===== config.mk =====
export PLATFORM = sky130hd
export DESIGN_NAME = encoder_frontend
export DESIGN_NICKNAME = d
export VERILOG_FILES = /design/src/rtl/encoder_frontend.sv
export SDC_FILE = /design/constraint.sdc
export NUM_CORES = 1
export LEC_CHECK = 0
export BUFFER_PORTS_ARGS = -buffer_cell sky130_fd_sc_hd__buf_4
export CORE_ASPECT_RATIO = 1.1
export CORE_MARGIN = 1.5
export CORE_UTILIZATION = 50
export DETAILED_ROUTE_END_ITERATION = 7
export GPL_TIMING_DRIVEN = 1
export PLACE_DENSITY = 0.7
export SETUP_SLACK_MARGIN = 0.15
export SYNTH_ARGS = -nofsm -noshare
export SYNTH_HDL_FRONTEND = slang
export SYNTH_SLANG_ARGS = --single-unit
export TNS_END_PERCENT = 100

===== constraint.sdc =====
create_clock -name clk -period 4.5 [get_ports clk]
set_input_delay 0.225 -clock clk [delete_from_list [all_inputs] [get_ports clk]]
set_output_delay 0.225 -clock clk [all_outputs]
set_load 0.02 [all_outputs]

===== src/rtl/encoder_frontend.sv =====
// Purpose : conditions one raw quadrature encoder into a saturating/wrapping colour level.
// Latency : at most 4 + DEBOUNCE_LEN*DEBOUNCE_DIV cycles from a settled A rise to level/pulse.
// Backpressure: none; the level updates unconditionally and the pulses are not held.
//
// Ports:
//   clk        system clock
//   reset_n    asynchronous reset, active low (synchronous release expected upstream)
//   enc_a      raw encoder A pin, asynchronous and bouncy
//   enc_b      raw encoder B pin, asynchronous and bouncy
//   level      registered WIDTH-bit colour level
//   step_up    one-cycle pulse when an up detent was applied (also when clamped)
//   step_down  one-cycle pulse when a down detent was applied (also when clamped)
module encoder_frontend #(
    parameter int WIDTH        = 8,
    parameter int DEBOUNCE_DIV = 16,
    parameter int DEBOUNCE_LEN = 3,
    parameter int STEP         = 1,
    parameter int WRAP         = 0
) (
    input  logic             clk,
    input  logic             reset_n,
    input  logic             enc_a,
    input  logic             enc_b,
    output logic [WIDTH-1:0] level,
    output logic             step_up,
    output logic             step_down
);

    localparam int DIV_W = (DEBOUNCE_DIV > 2) ? $clog2(DEBOUNCE_DIV) : 1;
    localparam int LEN_W = (DEBOUNCE_LEN > 2) ? $clog2(DEBOUNCE_LEN) : 1;

    localparam logic [DIV_W-1:0] DIV_LAST = DIV_W'(DEBOUNCE_DIV - 1);
    // The agreement count only ever holds 0..LEN-1: the sample that would
    // bring it to LEN flips the debounced value and clears it instead.
    localparam logic [LEN_W-1:0] LEN_LAST = LEN_W'(DEBOUNCE_LEN - 1);
    localparam logic [WIDTH:0]   STEP_EXT = (WIDTH+1)'(STEP);
    localparam logic [WIDTH-1:0] LVL_MAX  = {WIDTH{1'b1}};

    // ------------------------------------------------------------------
    // Two-flop synchronisers, one pair per pin
    // ------------------------------------------------------------------
    logic       r_a_meta;
    logic       r_a_s;
    logic       r_b_meta;
    logic       r_b_s;

    always_ff @(posedge clk or negedge reset_n) begin
        if (!reset_n) begin
            r_a_meta <= 1'b0;
            r_a_s    <= 1'b0;
            r_b_meta <= 1'b0;
            r_b_s    <= 1'b0;
        end else begin
            r_a_meta <= enc_a;
            r_a_s    <= r_a_meta;
            r_b_meta <= enc_b;
            r_b_s    <= r_b_meta;
        end
    end

    // ------------------------------------------------------------------
    // Free-running sample strobe, one cycle in every DEBOUNCE_DIV
    // ------------------------------------------------------------------
    logic [DIV_W-1:0] r_div_cnt;
    logic             w_strobe;

    assign w_strobe = (r_div_cnt == DIV_LAST);

    always_ff @(posedge clk or negedge reset_n) begin
        if (!reset_n) begin
            r_div_cnt <= '0;
        end else if (w_strobe) begin
            r_div_cnt <= '0;
        end else begin
            r_div_cnt <= r_div_cnt + DIV_W'(1);
        end
    end

    // ------------------------------------------------------------------
    // Debounce, index 0 = A, index 1 = B. A level is accepted only after
    // DEBOUNCE_LEN consecutive strobe samples all disagree with the
    // current debounced value; any agreeing sample restarts the run.
    // ------------------------------------------------------------------
    logic [1:0]       w_sync;
    logic [1:0]       r_deb;
    logic [LEN_W-1:0] r_agree [2];

    assign w_sync = {r_b_s, r_a_s};

    always_ff @(posedge clk or negedge reset_n) begin
        if (!reset_n) begin
            r_deb <= 2'b00;
            for (int i = 0; i < 2; i++) begin
                r_agree[i] <= '0;
            end
        end else if (w_strobe) begin
            for (int i = 0; i < 2; i++) begin
                if (w_sync[i] != r_deb[i]) begin
                    if (r_agree[i] == LEN_LAST) begin
                        r_deb[i]   <= w_sync[i];
                        r_agree[i] <= '0;
                    end else begin
                        r_agree[i] <= r_agree[i] + LEN_W'(1);
                    end
                end else begin
                    r_agree[i] <= '0;
                end
            end
        end
    end

    // ------------------------------------------------------------------
    // x1 decode: only a rising edge of debounced A is a detent; B at that
    // moment picks the direction. The previous-A flop resets to 0 like
    // the debounced value, so reset itself never looks like an edge.
    // ------------------------------------------------------------------
    logic r_a_prev;
    logic w_detent;
    logic w_down;

    always_ff @(posedge clk or negedge reset_n) begin
        if (!reset_n) begin
            r_a_prev <= 1'b0;
        end else begin
            r_a_prev <= r_deb[0];
        end
    end

    assign w_detent = r_deb[0] & ~r_a_prev;
    assign w_down   = r_deb[1];

    // ------------------------------------------------------------------
    // Level arithmetic at WIDTH+1 bits: the extra bit is the carry on
    // the way up and the borrow on the way down.
    // ------------------------------------------------------------------
    logic [WIDTH:0]   w_sum;
    logic [WIDTH:0]   w_diff;
    logic [WIDTH-1:0] w_up_lvl;
    logic [WIDTH-1:0] w_dn_lvl;

    assign w_sum  = {1'b0, level} + STEP_EXT;
    assign w_diff = {1'b0, level} - STEP_EXT;

    always_comb begin
        w_up_lvl = w_sum[WIDTH-1:0];
        w_dn_lvl = w_diff[WIDTH-1:0];
        if (WRAP == 0) begin
            if (w_sum[WIDTH]) begin
                w_up_lvl = LVL_MAX;
            end
            if (w_diff[WIDTH]) begin
                w_dn_lvl = '0;
            end
        end
    end

    always_ff @(posedge clk or negedge reset_n) begin
        if (!reset_n) begin
            level     <= '0;
            step_up   <= 1'b0;
            step_down <= 1'b0;
        end else begin
            step_up   <= w_detent & ~w_down;
            step_down <= w_detent &  w_down;
            if (w_detent) begin
                level <= w_down ? w_dn_lvl : w_up_lvl;
            end
        end
    end

endmodule


==> results summary, run 1 <==
The post-synthesis sequential element count came out at 25. The post-detailed-placement half-perimeter wirelength came out at 1.66 mm. The critical path class is reg2reg. The worst ir drop on vdd is 0.219 mV.

The aggregate global-route resource usage is 0.189. The share of the cycle needed by the critical path after routing came out at 0.370. The portion of synthesized cell area occupied by the leading cell type is 0.498. Of all nets on the critical path, the largest fanout is 9.

The wire length of the first global-routing pass came out at 4.13 mm. The total via count in the routed design is 1001. The count of nets after finishing came out at 151. The fraction of registers with async set or reset after synthesis is 1.00. STA classifies the critical path startpoint as a flop.

Of all cell types, the one taking the most synthesized area is dfrtp_1. The final routed DRC violation total is 0. For the pin with the worst max-slew slack, the measured transition is 0.496 ns. After detailed routing, the average wire length per cell comes to 13.3 um.

For this run, the share of the core covered by cells in the final layout is 0.614. Setup repair after global routing left no endpoint under its margin. The maximum clock rate came out at 600 MHz. The flow ran to the end, and the final reports show no timing, DRC or antenna violations.

For this run the aggregate overflow at the end of global routing stands at 0. Summed over all failing endpoints, the final setup total negative slack is 0 ns. The worst-case clock buffer depth is 2. The number of pins exceeding their max-slew limit in the final report was 0.

The layout-stage area growth over the synthesis result is 13.3%. Each instance of the synthesized netlist takes up on average 9.74 um^2. The clock transition time at the flip-flop clock pins of the worst setup and hold paths is 0.15 ns. The mapped netlist covers 0.00126 mm^2. The floorplan step set the die height to 55.6 um. The minimum hold slack came out at 0.302 ns.

For the worst flop-to-flop path, the logic depth is 5. The via count of the first global-routing pass is 938. The pre-antenna-repair detailed-routing pass consisted of 4 iterations. The initial antenna violation count is 0. The worst pin sits at a relative slew slack of 0.669. The overall die area came out at 0.00282 mm^2.

STA puts the critical path data required time at 4.70 ns. The placer congestion estimate is 0.945. The number of setup buffers added after CTS is 0. The diode insertion count for antenna repair is 0. The number of levels in the clock H-tree is 1.

The number of enable flip-flop cells after synthesis came out at 0. The areal power density over the cells is 263 mW/mm^2. The number of gates resized after CTS was 0.

Among all flip-flop cells after synthesis, the most frequent one is dfrtp_1. The overall die width is 50.8 um. The number of port buffers is 13. In this run, CTS created clock tree buffers numbering 3. The count of routing violations after the opening detailed-route iteration came out at 42. Across the run, the number of max-cap violations was 0. The number of cells in the finished layout apart from fillers is 173. For this configuration, the core starts out at a cell density of 0.542. The worst clock skew is 0.00342 ns.

In this run the clock root is driven by a clkbuf_4. The net count after synthesis came out at 136. The cell count after synthesis is 129. The share of the Yosys chip area taken by registers is 0.498.

The number of primary I/O pins came out at 14. The largest net degree at the start of global routing came out at 26. The Yosys warning count is 0.

The worst path needs 1.67 ns of the cycle, external delays included. TritonCTS built the clock tree. In this run the standard cell core region covers 0.00232 mm^2. Synthesis instantiated 35 different standard cells from the library.

The clock latency at the later pin of the worst-skew pair came out at 0.33 ns. The number of standard-cell rows in the floorplan is 18. In this run the worst hold path is classified as in2async. In this run the remaining antenna-violating nets after routing total 0. The static leakage power came out at 0.000659 uW. Ranked by total cell area, the synthesized netlist is headed by dfrtp_1 (50%), nor2_1 (3.9%), nand3_1 (3.6%). Counting every sink on the clock net gives 25.

The layout has 191 filler cells. The share of post-route cells with drive strength above 1 is 0.154. Using the TritonRoute via totals, the vias-per-cell ratio works out to 5.79. The post-detailed-routing wire length is 2.31 mm. Total power for the finished layout comes to 374 uW. The critical path arrival came out at 1.87 ns. The total placed cells including tap cells came out at 166. The worst setup path is captured at a flop. The total of endpoints with negative setup slack in the final report came out at 0. The hold violation total from the final report came out at 0.
-- worst max-delay path, stage by stage, from the launching register on --
cell and delay [ns]:
dfrtp_1 0.49, ha_1 0.30, and4_1 0.26, and2b_1 0.20, o21ai_0 0.16, o311ai_0 0.14
-- report_power, final --
group / switching, uW / internal [uW] / leakage, uW
combinational: 15.6 / 12.2 / 0.000310
sequential: 5.28 / 230 / 0.000331
clock: 74.3 / 36.2 / 0.0000183
-- cells by family after synthesis --
kind of cell	after synthesis	share of synthesized area
AND/OR/NAND/NOR	53	0.215
AO/OA/AOI/OAI	26	0.134
flip-flops	25	0.498
buffers and inverters	11	0.0378
XOR/XNOR	6	0.0418
multiplexers	5	0.0428
adder cells (fa/ha/maj)	3	0.0299
-- synth_stat cells, types with 2 or more instances --
cell / number
and3_1: 2
o211ai_1: 2
a31oi_1: 3
a21oi_1: 4
o21ai_0: 8
nor3_1: 3
nand2b_1: 2
xor2_1: 4
nand4_1: 3
dfrtp_1: 25
inv_1: 5
nand2_1: 11
mux2i_1: 2
ha_1: 3
o311ai_0: 2
xnor2_1: 2
nor2_1: 13
mux2_2: 3
buf_2: 5
a221oi_1: 2
o32ai_1: 2
nor2b_1: 2
nand3_1: 9
-- flip-flops by register name (all words and copies together), names as in the netlist --
| name | cells |
|---|---|
| level | 8 |
| r_agree | 4 |
| r_div_cnt | 4 |
| r_deb | 2 |
| r_a_meta | 1 |
| r_a_prev | 1 |
| r_a_s | 1 |
| r_b_meta | 1 |
| r_b_s | 1 |
| step_down | 1 |
| step_up | 1 |
-- layer usage --
metal | wire [um] | global-route usage
met1 | 1090 | 0.284
met2 | 1060 | 0.267
met3 | 135 | 0.0403
met4 | 15 | 0.0734
met5 | 0 | 0
-- placed cells by master (no fill, tap or decap), types with 3 or more instances in the layout --
cell and n:
a21oi_1 4, a31oi_1 3, buf_4 13, clkbuf_4 3
dfrtp_1 25, dlygate4sd3_1 3, ha_1 3, inv_1 5
mux2_2 3, nand2_1 11, nand3_1 9, nand4_1 3
nor2_1 13, nor3_1 3, o21ai_0 8, xor2_1 4
-- final timing paths --
| kind | from | end | slack [ns] |
|---|---|---|---|
| setup / recovery | level[0]$_DFFE_PN0P_ | level[2]$_DFFE_PN0P_ | 2.83 |
| hold / removal | reset_n | r_div_cnt[0]$_DFF_PN0_ | 0.30 |
| setup reg to reg | level[0]$_DFFE_PN0P_ | level[2]$_DFFE_PN0P_ | 2.83 |
| hold reg to reg | r_a_meta$_DFF_PN0_ | r_a_s$_DFF_PN0_ | 0.37 |
| max in group asynchronous | reset_n | r_deb[1]$_DFFE_PN0P_ | 3.97 |
| min in group clk | r_a_meta$_DFF_PN0_ | r_a_s$_DFF_PN0_ | 0.37 |
-- metrics by stage --
stage / area [um^2] / setup slack, ns
2_1_floorplan: 1260 / 2.88
5_1_grt: 1420 / 2.67
3_5_place_dp: 1360 / 2.86
6_report: 1420 / 2.83
3_3_place_gp: 1360 / 2.91
4_1_cts: 1420 / 2.84
-- final cells by class --
type / instances / area [um^2] / share of cell area
clock buffers: 3 / 22.5 / 0.0158
clock inverters: 1 / 8.76 / 0.00615
inverters: 5 / 18.8 / 0.0132
repair buffers: 16 / 128 / 0.0896
multi-input cells: 93 / 583 / 0.409
well taps: 30 / 37.5 / 0.0264
flip-flops and latches: 25 / 626 / 0.439
-- timing repair --
item	4_1_cts	5_1_grt
hold buffers	3	0
endpoints found under the hold margin	27	0
setup endpoints to repair	0	0
No activity file was read; power rests on OpenSTA's default activity.
==> inputs of run 2 (changes only) <==
--- a/config.mk
+++ b/config.mk
@@ -5,13 +5,14 @@
 export SDC_FILE = /design/constraint.sdc
 export NUM_CORES = 1
 export LEC_CHECK = 0
+export ABC_AREA = 1
 export BUFFER_PORTS_ARGS = -buffer_cell sky130_fd_sc_hd__buf_4
 export CORE_ASPECT_RATIO = 1.1
 export CORE_MARGIN = 1.5
 export CORE_UTILIZATION = 50
 export DETAILED_ROUTE_END_ITERATION = 7
 export GPL_TIMING_DRIVEN = 1
-export PLACE_DENSITY = 0.7
+export PLACE_DENSITY = 0.69
 export SETUP_SLACK_MARGIN = 0.15
 export SYNTH_ARGS = -nofsm -noshare
 export SYNTH_HDL_FRONTEND = slang
==> constraint.sdc (replaced) <==
create_clock -name clk -period 1.6 [get_ports clk]
set_input_delay 0.08 -clock clk [delete_from_list [all_inputs] [get_ports clk]]
set_output_delay 0.08 -clock clk [all_outputs]
set_load 0.02 [all_outputs]
==> run 2 against run 1 <==
Against the previous run: non-clock buffer count rose by 4; first-iteration DRC count rose by 4.8%; register-to-register slack got worse by 2.6 ns; sequential share of layout area fell by 4.1 points; critical path type unchanged; power rose to 2.8 times the previous value.
==> results summary, run 2 <==
Setup repair after global routing could not meet its margin everywhere. The per-instance average area after synthesis came out at 8.02 um^2 (-18%). The number of pins exceeding their max-slew limit in the final report was 0 (unchanged). The time the worst path needs with I/O delays and setup came out at 1.36 ns (-0.302 ns). The number of different library cells in the post-synthesis netlist is 22 (-37%). The total of max-cap violations was 0 (unchanged). The critical path class is reg2reg. The worst clock skew was 0.00780 ns (+0.00438 ns). The clock latency at the later pin of the worst-skew pair is 0.31 ns (-0.02 ns). The cell count after synthesis is 170 (+32%). The worst-case clock buffer depth came out at 2 (unchanged).

The run finished with clean final reports. The initial antenna violation count came out at 0 (unchanged). The stage delay of the slowest cell on the critical path is 0.44 ns (-0.05 ns). The signal on the critical path passes through inv_2 > ha_2 > nand2_2 > nor2_4 > nor2_4 > nand3_1 > nand3_1.

The portion of synthesized cell area occupied by the leading cell type came to 0.459 (-0.0393). The floorplan core area came out at 0.00254 mm^2 (+9.7%). Yosys instantiated no cell more often than nand2_1. The post-detailed-routing wire length is 2.63 mm (+14%).

The starting utilization of the core area is 0.536 (-0.00538). The standard cell with the maximum stage delay on the critical path is dfrtp_1. The transition time of the tightest slew-check pin is 0.361 ns (-0.135 ns). The post-placement setup slack is 0.108 ns (-2.75 ns).

The via density per instance came to 5.17 (-11%). The largest register by flop count is level. The top cell types in the final layout, fill and taps aside, are nand2_1 (41), inv_1 (23), dfrtp_1 (23), nand3_1 (20), buf_4 (17). The number of sinks on the clock net was 25 (unchanged). The total via count in the routed design is 1153 (+15%). The summed negative setup slack over all endpoints is 0 ns (unchanged). The net count after synthesis is 177 (+30%). The wire length of the first global-routing pass came out at 4.63 mm (+12%). The number of buffers added by the clock tree synthesis step is 3 (unchanged).

The layout-stage area growth over the synthesis result is 15.6%. The slack of the critical path came out at 0.235 ns (-2.60 ns). The critical path arrival is 1.57 ns (-0.30 ns).

The number of optimization iterations in the first detailed-route pass was 4 (unchanged). The sort of element at the end of the critical path is a flop. The final routed DRC violation total came to 0 (unchanged).

The overall die area came out at 0.00305 mm^2 (+8.1%). The number of standard-cell rows in the floorplan is 19 (+1). The number of primary I/O pins is 14 (unchanged).

The placer congestion estimate is 0.917 (-2.9%). The share of post-route cells with drive strength above 1 is 0.208 (+0.0545). The post-synthesis instance area was 0.00136 mm^2 (+8.6%). The cell taking the most area after synthesis is dfrtp_1. The count of nets left with antenna violations after detail routing was 0 (unchanged).

The number of port buffers came out at 13 (unchanged). The classification of the worst-slack hold path is in2async. The number of levels in the clock H-tree is 1 (unchanged). The hold violation total from the final report is 0 (unchanged).

The post-synthesis sequential element count is 25 (unchanged). The TritonCTS clock tree is built. The global-route congestion overflow total is 0 (unchanged).

The overall die width came to 52.8 um (+3.9%). The data required time of the worst path is 1.81 ns (-2.89 ns). The number of fill cells is 216 (+13%).

The final cell utilization of the core is 0.620 (+0.00597). The static leakage power is 0.000828 uW (+26%). The y dimension of the die came out at 57.8 um (+4.0%). The total of endpoints with negative setup slack in the final report is 0 (unchanged). The maximum clock rate is 733 MHz (+22%).

The leading cell type in the layout, fill and taps excluded is nand2_1. The clock transition time at the flip-flop clock pins of the worst setup and hold paths was 0.14 ns (about the same). Clock tree synthesis selected as its root buffer the cell clkbuf_4. The diode insertion count for antenna repair is 0 (unchanged). Among all flip-flop cells after synthesis, the most frequent one is dfrtp_1. The aggregate global-route resource usage came out at 0.203 (+0.0142). The setup slack of the worst register-to-register path is 0.24 ns (-2.60 ns). The areal power density over the cells was 659 mW/mm^2 (+150%). The fraction of registers with async set or reset after synthesis came out at 1.00 (unchanged). The tightest slew margin relative to the limit is 0.759 (+0.0903). The count of nets after finishing is 200 (+32%). The via count of the first global-routing pass is 1080 (+15%). The sort of element at the start of the critical path is a flop. The largest registers in the layout are level (8), r_agree (4), r_div_cnt (4). The share of the cycle needed by the critical path after routing was 0.853 (+0.483). The largest net degree at the start of global routing is 26 (unchanged).

The highest fanout seen on the critical path came to 6 (-3). The post-detailed-placement half-perimeter wirelength was 1.94 mm (+17%). The final routed wire length divided by cell count came out at 11.8 um (-12%). The sequential share of the synthesized area was 0.459 (-0.0393). The count of routing violations after the opening detailed-route iteration was 44 (+4.8%). By area the synthesized netlist is led by dfrtp_1 (46%), nand2_1 (11%), nand3_1 (7.3%). The flip-flop count of the largest register, all copies and words added came out at 8 (unchanged). The number of enable flip-flop cells after synthesis is 0 (unchanged). The commonest cells after synthesis are nand2_1 (41), dfrtp_1 (25), inv_1 (25). The worst ir drop on vdd came out at 0.576 mV (+160%). The Yosys warning count was 0 (unchanged).
==> run 2: changes by cell type in the layout (fill, tap and decap cells not counted), sizes merged, moves of 3 or more <==
cell,previous run,this run
nand2,11,44
inv,6,26
nand3,9,20
nor2,14,20
o21ai,8,13
buf,13,17
a31oi,3,0
mux2,3,0
==> run 2: worst max-delay path: cells and delay by family, from the launching register on <==
| kind | cells | cell delay, ns |
|---|---|---|
| adder cells (fa/ha/maj) | 1 | 0.23 |
| buffers and inverters | 1 | 0.10 |
| flip-flops | 1 | 0.44 |
| AND/OR/NAND/NOR | 5 | 0.48 |
==> run 2: final cells by class <==
| class | count | area, um^2 | share of cell area |
|---|---|---|---|
| Timing Repair Buffer | 20 | 158 | 0.100 |
| Tap cell | 31 | 38.8 | 0.0246 |
| Multi-Input combinational cell | 117 | 628 | 0.398 |
| Inverter | 26 | 97.6 | 0.0619 |
| Sequential cell | 25 | 628 | 0.398 |
| Clock buffer | 4 | 26.3 | 0.0167 |
==> run 2: final timing paths <==
path                                 startpoint                      to  cells past startpoint
min                                     reset_n  r_agree[1]$_DFFE_PN0N_                      2
min reg2reg                  r_a_meta$_DFF_PN0_         r_a_s$_DFF_PN0_                      0
max reg2reg                level[0]$_DFFE_PN0P_    level[5]$_DFFE_PN0P_                      7
min in group clk             r_a_meta$_DFF_PN0_         r_a_s$_DFF_PN0_                      0
max in group asynchronous               reset_n    level[2]$_DFFE_PN0P_                      2
max                        level[0]$_DFFE_PN0P_    level[5]$_DFFE_PN0P_                      7
==> run 2: metal layers <==
layer	GRT usage	part of all wire	vias up
met2	0.332	0.49	32
met1	0.265	0.46	530
met4	0.0916	0.015	0
met5	0	0	-
li1	-	-	585
met3	0.0309	0.032	6
==> run 2: power breakdown <==
group          total, uW  internal, uW  switching (uW)
registers            661           649            11.4
clock network        280          97.4             183
logic               97.8          37.7            60.1
==> run 2: what timing repair did <==
action,in CTS,in global routing
pin swaps,0,1
hold buffers,3,0
endpoints found under the setup margin,8,9
resized for setup,1,7
endpoints found under the hold margin,27,0
setup buffers,1,2
==> run 2: cell families after synthesis <==
kind of cell,Yosys count,share of synthesized area
buf+inv,28,0.0881
fa+ha+maj,3,0.0275
simple gates,89,0.311
flops,25,0.459
xor+xnor,3,0.0193
compound gates,22,0.0954
==> run 2: per-stage QoR <==
| stage | area (um^2) | power (uW) | instances | hold WS (ns) |
|---|---|---|---|---|
| floorplan | 1360 | 724 | 170 | -0.216 |
| global placement | 1490 | 757 | 213 | -0.00350 |
| detailed placement | 1490 | 760 | 213 | -0.00135 |
| CTS | 1550 | 1040 | 221 | 0.182 |
| global route | 1580 | 1100 | 223 | 0.201 |
| finish | 1580 | 1040 | 223 | 0.189 |
==> inputs of run 3 (changes only) <==
--- a/config.mk
+++ b/config.mk
@@ -9,10 +9,9 @@
 export BUFFER_PORTS_ARGS = -buffer_cell sky130_fd_sc_hd__buf_4
 export CORE_ASPECT_RATIO = 1.1
 export CORE_MARGIN = 1.5
-export CORE_UTILIZATION = 50
+export CORE_UTILIZATION = 30
 export DETAILED_ROUTE_END_ITERATION = 7
 export GPL_TIMING_DRIVEN = 1
-export PLACE_DENSITY = 0.69
 export SETUP_SLACK_MARGIN = 0.15
 export SYNTH_ARGS = -nofsm -noshare
 export SYNTH_HDL_FRONTEND = slang
==> run 3 against run 2 <==
Against the previous run: sequential power is essentially flat; utilization shrank 24 points; global-route usage shrank 7.7 points; critical path depth grew 2; clock skew shrank 0.0051 ns; cell count grew 11%; wire length grew 6.2%.
==> results summary, run 3 (synthesized netlist as in run 2, its figures left out) <==
Setup repair after global routing could not meet its margin everywhere. The worst setup path is captured at a flop. The cell that appears most often on the critical path is nand2_1. The share of post-route cells with drive strength above 1 came out at 0.223 (+0.0145). The largest net degree at the start of global routing is 26 (unchanged). The static leakage power came out at 0.000834 uW (+0.72%). The stage delay of the slowest cell on the critical path came to 0.47 ns (+0.03 ns).

The switching power as a share of total power is 0.234 (-0.0110). The via count of the first global-routing pass came out at 1083 (+0.28%). The aggregate global-route resource usage came to 0.126 (-0.0769). The sequential share of power came out at 0.582 (-0.054). The clock transition time at the flip-flop clock pins of the worst setup and hold paths came out at 0.09 ns (-0.05 ns). The critical path goes through ha_1 > nand2_1 > nor2_4 > nand2_4 > nand2_1 > nand2_1 > nand2_1 > nand2_1 > nand2_1. The areal power density over the cells is 689 mW/mm^2 (+4.6%). The number of pins exceeding their max-slew limit in the final report is 0 (unchanged).

The setup path with the least slack is of type reg2reg. The capture instance of the worst register-to-register path is level[1]$_DFFE_PN0P_. The logic depth of the worst register-to-register path is 9 (+2). The flip-flop count of the largest register, all copies and words added came out at 8 (unchanged). The summed negative setup slack over all endpoints came to 0 ns (unchanged). The number of sinks on the clock net was 25 (unchanged). Grouping stages by cell kind, the critical path spends the most delay in simple AND/OR/NAND/NOR gates. The startpoint identified for the worst register-to-register timing path is level[1]$_DFFE_PN0P_. level holds more flip-flops than any other register. The setup slack of the worst register-to-register path came out at 0.24 ns (about the same). The number of standard-cell rows in the floorplan is 25 (+6). The number of optimization iterations in the first detailed-route pass came out at 4 (unchanged). The slowest stage of the critical path is the dfrtp_2 cell. The total of endpoints with negative setup slack in the final report came to 0 (unchanged). The tightest slew margin relative to the limit is 0.768 (+0.00824). The worst clock skew is 0.00274 ns (-0.00506 ns). The total of max-cap violations is 0 (unchanged). The count of nets left with antenna violations after detail routing is 0 (unchanged). The global-route congestion overflow total is 0 (unchanged).

The portion of total power attributed to combinational logic came to 0.091 (-0.003). The critical path arrival is 1.52 ns (-0.05 ns). The worst ir drop on vdd came out at 0.402 mV (-30%). The buffers plus inverters on the worst setup path is 0 (-1). The diode insertion count for antenna repair is 0 (unchanged).

The initial antenna violation count is 0 (unchanged). The data required time of the worst path is 1.76 ns (-0.05 ns). The placer congestion estimate is 0.911 (-0.64%).

From synthesis to final layout, the design area changed by 20.9%. The time the worst path needs with I/O delays and setup was 1.36 ns (-0.00529 ns). The count of routing violations after the opening detailed-route iteration came out at 55 (+25%). The via density per instance came out at 4.57 (-12%). The root cell of the clock tree is clkbuf_8.

The final routed wire length divided by cell count is 11.3 um (-4.1%). The post-placement setup slack is 0.103 ns (-0.00471 ns). The net switching power was 266 uW (+4.5%). The total via count in the routed design was 1129 (-2.1%). The transition time of the tightest slew-check pin came out at 0.349 ns (-0.0124 ns). The number of buffers added by the clock tree synthesis step is 3 (unchanged). The number of levels in the clock H-tree came out at 1 (unchanged). The post-detailed-routing wire length came out at 2.79 mm (+6.2%). TritonCTS built the clock tree.

The number of port buffers is 13 (unchanged). The worst-case clock buffer depth is 2 (unchanged). The highest fanout seen on the critical path came out at 7 (+1). The count of nets after finishing is 201 (+0.50%). In the layout the commonest cells are nand2_1 (41), inv_1 (22), dfrtp_1 (22), nand3_1 (19), buf_4 (18). The overall die area is 0.00496 mm^2 (+63%). The final routed DRC violation total came to 0 (unchanged).

The y dimension of the die was 73.7 um (+28%). The hold violation total from the final report is 0 (unchanged). The total power after layout came to 1140 uW (+9.4%). The cell-internal power is 870 uW (+11%).

The source of the critical timing path is level[1]$_DFFE_PN0P_. The floorplan core area is 0.00435 mm^2 (+71%). The share of the cycle needed by the critical path after routing is 0.850 (-0.00331). The leading cell type in the layout, fill and taps excluded is nand2_1. The number of fill cells is 471 (+120%). The clock power share is 0.327 (+0.057). The clock latency at the later pin of the worst-skew pair is 0.26 ns (-0.05 ns). The maximum clock rate came out at 736 MHz (+0.39%). In the final layout, the registers with the most flip-flops are level (8), r_agree (4), r_div_cnt (4). STA classifies the critical path startpoint as a flop. The slack of the critical path is 0.240 ns (+0.00529 ns). The wire length of the first global-routing pass came out at 4.79 mm (+3.4%). The overall die width came out at 67.3 um (+27%). The flow ran to the end, and the final reports show no timing, DRC or antenna violations.

The number of primary I/O pins is 14 (unchanged). The post-detailed-placement half-perimeter wirelength is 1.97 mm (+1.6%). The starting utilization of the core area was 0.314 (-0.222). The worst hold path belongs to the class in2async.
## run 3: cell types whose count changed in the layout (fill, tap and decap cells not counted), sizes merged
cell / delta
clkinvlp: +1
buf: +1
inv: -1
## run 3: layout make-up
type	instances	area, um^2	area share
multi-input cells	117	641	0.388
well taps	54	67.6	0.0410
inverters	26	101	0.0615
flip-flops and latches	25	629	0.382
clock buffers	4	45.0	0.0273
repair buffers	21	165	0.100
## run 3: per-layer routing
metal / vias up / routed length, um / part of all wire / track usage
met5: - / 0 / 0 / 0
met4: 0 / 14 / 0.0050 / 0.0363
met3: 2 / 80 / 0.029 / 0.0199
met2: 13 / 1350 / 0.48 / 0.213
met1: 526 / 1350 / 0.48 / 0.166
li1: 588 / - / - / -
## run 3: worst max-delay path by stage
stage                           endpoint  slack, ns  cells after the start
global placement    level[5]$_DFFE_PN0P_       0.17                      7
detailed placement  level[6]$_DFFE_PN0P_       0.10                      7
CTS                 level[6]$_DFFE_PN0P_       0.18                      7
global route        level[1]$_DFFE_PN0P_       0.13                      9
finish              level[1]$_DFFE_PN0P_       0.24                      9
floorplan           level[2]$_DFFE_PN0P_       0.16                      7
## run 3: worst register-to-register path, stage by stage (launching register included)
cell and delay [ns]:
dfrtp_2 0.47, ha_1 0.21, nand2_1 0.15, nor2_4 0.07
nand2_4 0.10, nand2_1 0.06, nand2_1 0.05, nand2_1 0.05
nand2_1 0.06, nand2_1 0.05
## run 3: power groups by stage
stage,Sequential [uW],Combinational (uW),Clock (uW)
after floorplan,676,48.2,0
after global placement,673,85.4,0
after detailed placement,674,86.2,0
after CTS,661,92.7,392
after global routing,664,119,405
final,661,104,371
## run 3: through the flow
| stage | utilization | hold WS (ns) | area [um^2] | instances |
|---|---|---|---|---|
| 2_1_floorplan | - | -0.216 | 1360 | 170 |
| 3_3_place_gp | 0.348 | 0.00730 | 1510 | 236 |
| 3_5_place_dp | 0.348 | 0.00711 | 1510 | 236 |
| 4_1_cts | 0.366 | 0.261 | 1590 | 243 |
| 5_1_grt | 0.379 | 0.280 | 1650 | 247 |
| 6_report | 0.379 | 0.251 | 1650 | 247 |
## run 3: timing repair
item / 4_1_cts / 5_1_grt
resized for setup: 2 / 8
pin swaps: 0 / 2
setup endpoints to repair: 7 / 12
hold buffers: 3 / 0
hold endpoints to repair: 27 / 0
buffers inserted: 0 / 4
